--- config.mk ---
export PLATFORM = sky130hd
export DESIGN_NAME = mem_bus_arbiter
export DESIGN_NICKNAME = d
export VERILOG_FILES = /design/src/rtl/mem_bus_arbiter.sv
export SDC_FILE = /design/constraint.sdc
export NUM_CORES = 1
export LEC_CHECK = 0
export ABC_AREA = 1
export CAP_MARGIN = 15
export CORE_ASPECT_RATIO = 1.1
export CORE_UTILIZATION = 47
export CTS_CLUSTER_SIZE = 25
export DETAILED_ROUTE_END_ITERATION = 8
export PLACE_DENSITY = 0.86
export SYNTH_ARGS = -nofsm -noshare
export SYNTH_HDL_FRONTEND = slang
export SYNTH_SLANG_ARGS = --single-unit
--- constraint.sdc ---
create_clock -name clk -period 4.8 [get_ports clk]
set_clock_uncertainty 0.1 [all_clocks]
set_input_delay 0.96 -clock clk [delete_from_list [all_inputs] [get_ports clk]]
set_output_delay 0.96 -clock clk [all_outputs]
set_load 0.02 [all_outputs]
--- src/rtl/mem_bus_arbiter.sv ---
// Shares one single-port memory bus between the CPU fetch port and data port.
// Data goes first, then fetch; results are buffered and presented in DONE.
module mem_bus_arbiter #(
    parameter int TIMEOUT_CYCLES = 64,
    parameter int CNT_W          = 7
) (
    input  logic        clk,
    input  logic        rst,
    input  logic        rom_ce_i,
    input  logic [31:0] rom_addr_i,
    output logic [31:0] rom_data_o,
    input  logic        ram_ce_i,
    input  logic        ram_we_i,
    input  logic [3:0]  ram_sel_i,
    input  logic [31:0] ram_addr_i,
    input  logic [31:0] ram_wdata_i,
    output logic [31:0] ram_rdata_o,
    input  logic        flush_i,
    output logic        stallreq_o,
    output logic        bus_req_o,
    output logic        bus_we_o,
    output logic [3:0]  bus_sel_o,
    output logic [31:0] bus_addr_o,
    output logic [31:0] bus_wdata_o,
    input  logic [31:0] bus_rdata_i,
    input  logic        bus_ack_i,
    output logic        bus_err_o
);
    typedef enum logic [2:0] {S_IDLE, S_DATA, S_INST, S_DONE, S_DRAIN} state_t;

    localparam logic [CNT_W-1:0] LP_LAST = CNT_W'(TIMEOUT_CYCLES - 1);

    state_t           r_state;
    logic [CNT_W-1:0] r_cnt;
    logic             w_timeout;

    // Abort on the edge that would complete TIMEOUT_CYCLES waiting cycles.
    assign w_timeout  = !bus_ack_i && (r_cnt == LP_LAST);
    assign stallreq_o = (r_state == S_DRAIN) ||
                        ((r_state != S_DONE) && (rom_ce_i || ram_ce_i));

    always_ff @(posedge clk or negedge rst) begin
        if (!rst) begin
            r_state     <= S_IDLE;
            r_cnt       <= '0;
            bus_req_o   <= 1'b0;
            bus_we_o    <= 1'b0;
            bus_sel_o   <= '0;
            bus_addr_o  <= '0;
            bus_wdata_o <= '0;
            bus_err_o   <= 1'b0;
            rom_data_o  <= '0;
            ram_rdata_o <= '0;
        end else begin
            bus_err_o <= 1'b0;
            case (r_state)
                S_IDLE: begin
                    r_cnt <= '0;
                    if (flush_i) begin
                        r_state <= S_IDLE;
                    end else if (ram_ce_i) begin
                        r_state     <= S_DATA;
                        bus_req_o   <= 1'b1;
                        bus_we_o    <= ram_we_i;
                        bus_sel_o   <= ram_sel_i;
                        bus_addr_o  <= ram_addr_i;
                        bus_wdata_o <= ram_we_i ? ram_wdata_i : '0;
                    end else if (rom_ce_i) begin
                        r_state     <= S_INST;
                        bus_req_o   <= 1'b1;
                        bus_we_o    <= 1'b0;
                        bus_sel_o   <= 4'hF;
                        bus_addr_o  <= rom_addr_i;
                        bus_wdata_o <= '0;
                    end
                end
                S_DATA, S_INST: begin
                    if (bus_ack_i) begin
                        r_cnt <= '0;
                        if (!flush_i && r_state == S_DATA && !bus_we_o)
                            ram_rdata_o <= bus_rdata_i;
                        if (!flush_i && r_state == S_INST)
                            rom_data_o <= bus_rdata_i;
                        if (flush_i) begin
                            r_state   <= S_IDLE;
                            bus_req_o <= 1'b0;
                        end else if (r_state == S_DATA && rom_ce_i) begin
                            // Back-to-back fetch: bus_req_o stays high.
                            r_state     <= S_INST;
                            bus_we_o    <= 1'b0;
                            bus_sel_o   <= 4'hF;
                            bus_addr_o  <= rom_addr_i;
                            bus_wdata_o <= '0;
                        end else begin
                            r_state   <= S_DONE;
                            bus_req_o <= 1'b0;
                        end
                    end else if (w_timeout) begin
                        r_cnt     <= '0;
                        r_state   <= S_DONE;
                        bus_req_o <= 1'b0;
                        bus_err_o <= 1'b1;
                        if (r_state == S_DATA) ram_rdata_o <= '0;
                        else                   rom_data_o  <= '0;
                    end else if (flush_i) begin
                        r_cnt   <= '0;
                        r_state <= S_DRAIN;
                    end else begin
                        r_cnt <= r_cnt + CNT_W'(1);
                    end
                end
                S_DRAIN: begin
                    // The access cannot be withdrawn; wait it out and drop the result.
                    if (bus_ack_i) begin
                        r_cnt     <= '0;
                        r_state   <= S_IDLE;
                        bus_req_o <= 1'b0;
                    end else if (w_timeout) begin
                        r_cnt     <= '0;
                        r_state   <= S_IDLE;
                        bus_req_o <= 1'b0;
                        bus_err_o <= 1'b1;
                    end else begin
                        r_cnt <= r_cnt + CNT_W'(1);
                    end
                end
                S_DONE: begin
                    r_cnt   <= '0;
                    r_state <= S_IDLE;
                end
                default: begin
                    r_cnt   <= '0;
                    r_state <= S_IDLE;
                end
            endcase
        end
    end
endmodule

After elaboration in Yosys (flattened, before gate mapping)
Index checks and enable logic that the tools add are counted.

Add/subtract/negate cells: 1. Equal/unequal tests: 17. Muxes and demuxes: 66. Reductions and logical operators: 23.

Operators by type and width (count): $mux W32 (21); $pmux W32 S2 (2); $mux W7 (5); $mux W3 (8); $mux W4 (6); $mux W1 (18); $pmux W7 S2 (1); $ne A4 B4 Y1 const B (3); $reduce_and A4 Y1 (3); $ne A2 B2 Y1 const B (5); $pmux W3 S3 (1); $pmux W4 S2 (1); $add A7 B1 Y7 const B (1); $eq A7 B6 Y1 const B (1); $logic_and A1 B1 Y1 (6); $ne A3 B3 Y1 const B (2); $reduce_and A6 Y1 (1); $reduce_bool A2 Y1 (3); $ne A2 B1 Y1 const B (2); $eq A3 B1 Y1 const B (1); $eq A3 B2 Y1 const B (1); $eq A3 B3 Y1 const B (1); $logic_not A1 Y1 (3); $logic_not A3 Y1 (1); 9 further kinds (10).

Register bits after elaboration: 145. Input port bits: 139. Output and inout bits: 136. Logic and storage cells: 117.

Depth between registers and ports, before layout
Depth in word-level cells: 6. Gate-level depth with buffers: 10. Mapped depth without buffers: 9.

Least setup slack after synthesis
Ideal clock, no wire load.

Path kind: input to output. Start point: input ram_ce_i. End point: output stallreq_o. Arrival: 1653 ps. Required time: 3740 ps. Setup slack: 2087 ps. Cell stages on the path: 3. Path buffers: 1. Cell sequence: buf_2 > nor2_1 > o21ai_0.

Longest elaborated chain between the ends: 3.

Ends and longest elaborated chain: start: declaration (RTL line 12) `input logic ram_ce_i,`; $logic_or A1 B1 Y1 (RTL line 40) `((r_state != S_DONE) && (rom_ce_i || ram_ce_i));`; $logic_and A1 B1 Y1 (RTL line 40); $logic_or A1 B1 Y1 (RTL line 39) `assign stallreq_o = (r_state == S_DRAIN) ||`; end: declaration (RTL line 19) `output logic stallreq_o,`.

No other way between the ends.

Worst setup path in the final report
Ends and elaborated chain as after synthesis.

==> results.json <==
{
  "worst_ep_arrival_time_ns": 2.68,
  "grt_pass1_vias": 6705,
  "start_kind": "primary input",
  "slew_viol_final": 0,
  "syn-cell-area_um2": 6920,
  "rr_worst_depth": 8,
  "place_congestion": 0.834,
  "utilization_pct": 72.0,
  "power_mw": 6.89,
  "post_drt_wl_per_cell_um": 15.9,
  "dieArea_um2": 15200,
  "synth-main-ff-cell": "dfrtp_1",
  "dp.cells": 1318,
  "finalCritPeriodShare_pct": 78.0,
  "drive_above_1_share_pct": 5.09,
  "holdCritPathClass": "reg2reg",
  "p_switching_mw": 2.92,
  "synth-compound-area-share_pct": 5.17,
  "final_cells": 1350,
  "synth_cell_types": 25,
  "worst_hold_path.num_cells": 2,
  "synth_top_family_by_area": "simple AND/OR/NAND/NOR gates",
  "synth_area_per_cell_um2": 7.64,
  "drtIter0Drc": 479,
  "dr.pass1.iters": 5,
  "postCtsSetupRepairBufs": 0,
  "peakVddDrop_v": 0.000447,
  "numPortBuffers": 274,
  "multiInputGateArea_um2": 2820,
  "p_per_area_nw_per_um2": 665,
  "pin_count": 275,
  "clockBufferDepth": 2,
  "setup_slack_ns": 1.06,
  "fillers": 1109,
  "final_area_um2": 10400,
  "clkPwrFrac_pct": 20.9,
  "synth-simple-area-share_pct": 34.8,
  "cts_max_level": 4,
  "crit_type": "in2out",
  "yosys_warnings": 0,
  "fin_nets": 1285,
  "area.sequential_um2": 3630,
  "core_area_um2": 14400,
  "rsz0062_at_grt": "no",
  "rows": 46,
  "fin_crit_ns": 3.74,
  "holdBufCountCts": 0,
  "die_w_um": 118,
  "antenna_left": 0,
  "initial_core_util_pct": 48.1,
  "swShare_pct": 42.4,
  "status": "finished, final reports clean",
  "fin_hold_ws_ns": 0.367,
  "setup_viol": 0,
  "combPwrFrac_pct": 50.0,
  "synth_edf_count": 0,
  "synthMuxAreaShare_pct": 0,
  "cap_viol_max_count": 0,
  "syn_nets": 1046,
  "viasPerCell": 5.27,
  "cts_sinks": 145,
  "max_freq_mhz": 267,
  "tritoncts": "built",
  "synth_xor_area_share_pct": 0.379,
  "clk_latency_ns": 0.42,
  "end_kind": "output port",
  "pwr-share-seq_pct": 29.1,
  "grt_max_degree": 103,
  "p_int_mw": 3.97,
  "ys_seq_elements": 145,
  "root_buffer": "clkbuf_16",
  "remaining_drc_errors": 0,
  "tns_ns": 0,
  "synthArstFlopShare_pct": 100,
  "vias": 7115,
  "leakage_nw": 5.11,
  "wirelength_um": 21400,
  "grt-ovfl-total": 0,
  "synthAdderAreaFrac_pct": 0.181,
  "dieHeight_um": 129,
  "clkTransAtPathRegs_ns": 0.06,
  "antenna_found_initial": 0,
  "tightest_slew_ns": 1.19,
  "crit_fanout": 12,
  "yosysSeqAreaShare_pct": 52.4,
  "cts_resized": 0,
  "syn_to_final_growth_pct": 49.6,
  "groute.usage.overall_pct": 28.2,
  "finalHoldViolations": 0,
  "synth_cells": 906,
  "relSlewSlack_pct": 20.5,
  "place_area_um2": 9710,
  "grt_pass1_wl_um": 33800,
  "dp_hpwl_um": 14000,
  "cp.required_ns": 3.74,
  "n_antenna_cell": 0,
  "pre_cts_slack_ns": 1.10,
  "numCtsBuffers": 17
}
-- layout by cell type (no fill, tap or decap), types with 3 or more instances in the layout --
| cell type | n |
|---|---|
| inv_2 | 3 |
| clkinvlp_4 | 3 |
| bufinv_16 | 4 |
| dfrtp_1 | 145 |
| nand4_1 | 34 |
| xor2_1 | 3 |
| nor2_2 | 3 |
| clkbuf_16 | 17 |
| nor2_1 | 54 |
| buf_4 | 13 |
| o21ai_1 | 40 |
| clkbuf_8 | 3 |
| clkdlybuf4s50_1 | 273 |
| nand2_1 | 357 |
| nor3_1 | 4 |
| inv_1 | 46 |
| nand3_1 | 110 |
| o21ai_0 | 28 |
-- cell type report --
class,instances,share of cell area [%]
Inverter,49,1.78
Clock buffer,20,4.51
Timing Repair Buffer,287,27.4
Clock inverter,12,1.73
Sequential cell,145,35.0
Tap cell,192,2.32
Multi-Input combinational cell,645,27.2
-- routing by layer --
layer	global-route usage, %	routed length [um]	up-vias
met5	0	0	-
met1	33.5	8440	3342
met3	7.26	1390	79
met4	18.1	1240	0
li1	-	-	3384
met2	46.1	10300	310
-- Yosys cell counts (all sizes together) (2+ instances only) --
master,instances,area (um^2)
inv,49,184
nand4,34,213
nand3b,2,15.0
nor2,58,233
nor3,4,20.0
nand3,112,566
xor2,3,26.3
o21ai,68,340
dfrtp,145,3630
nand2,360,1360
buf,40,204
clkbuf,27,101
-- power by group through the flow --
| stage | clock network, mW | registers [mW] | logic (mW) |
|---|---|---|---|
| 6_report | 1.44 | 2.00 | 3.44 |
| 5_1_grt | 1.51 | 2.06 | 3.70 |
| 4_1_cts | 1.45 | 2.00 | 3.45 |
| 3_5_place_dp | 0 | 2.01 | 3.44 |
| 3_3_place_gp | 0 | 1.99 | 3.38 |
| 2_1_floorplan | 0 | 2.58 | 1.39 |
-- critical path, cell delays in order --
cell and delay, ns:
clkdlybuf4s50_1 0.71, nor2_1 0.16, o21ai_0 0.22, clkdlybuf4s50_1 0.63
-- registers in the layout, indices dropped and copies added (netlist names) --
register	flops
bus_addr_o	32
bus_err_o	1
bus_req_o	1
bus_sel_o	4
bus_wdata_o	32
bus_we_o	1
r_cnt	7
r_state	3
ram_rdata_o	32
rom_data_o	32
-- cell families after synthesis --
logic type                 count (synthesis)
xor gates and xnor gates                   3
DFF                                      145
and+or+nand+nor                          571
adders and majority gates                  1
AOI/OAI and AO/OA                         70
buffers and inverters                    116
-- final timing paths --
kind	slack, ns	from	end
min in group asynchronous	0.51	rst	rom_data_o[15]
setup reg to reg	1.99	r_state[0]	bus_addr_o[28]
max in group asynchronous	3.07	rst	rom_data_o[2]
hold / removal	0.37	bus_wdata_o[1]	bus_wdata_o[1]
hold reg to reg	0.37	bus_wdata_o[1]	bus_wdata_o[1]
setup / recovery	1.06	ram_ce_i	stallreq_o
Power figures use the tool's default switching activity.
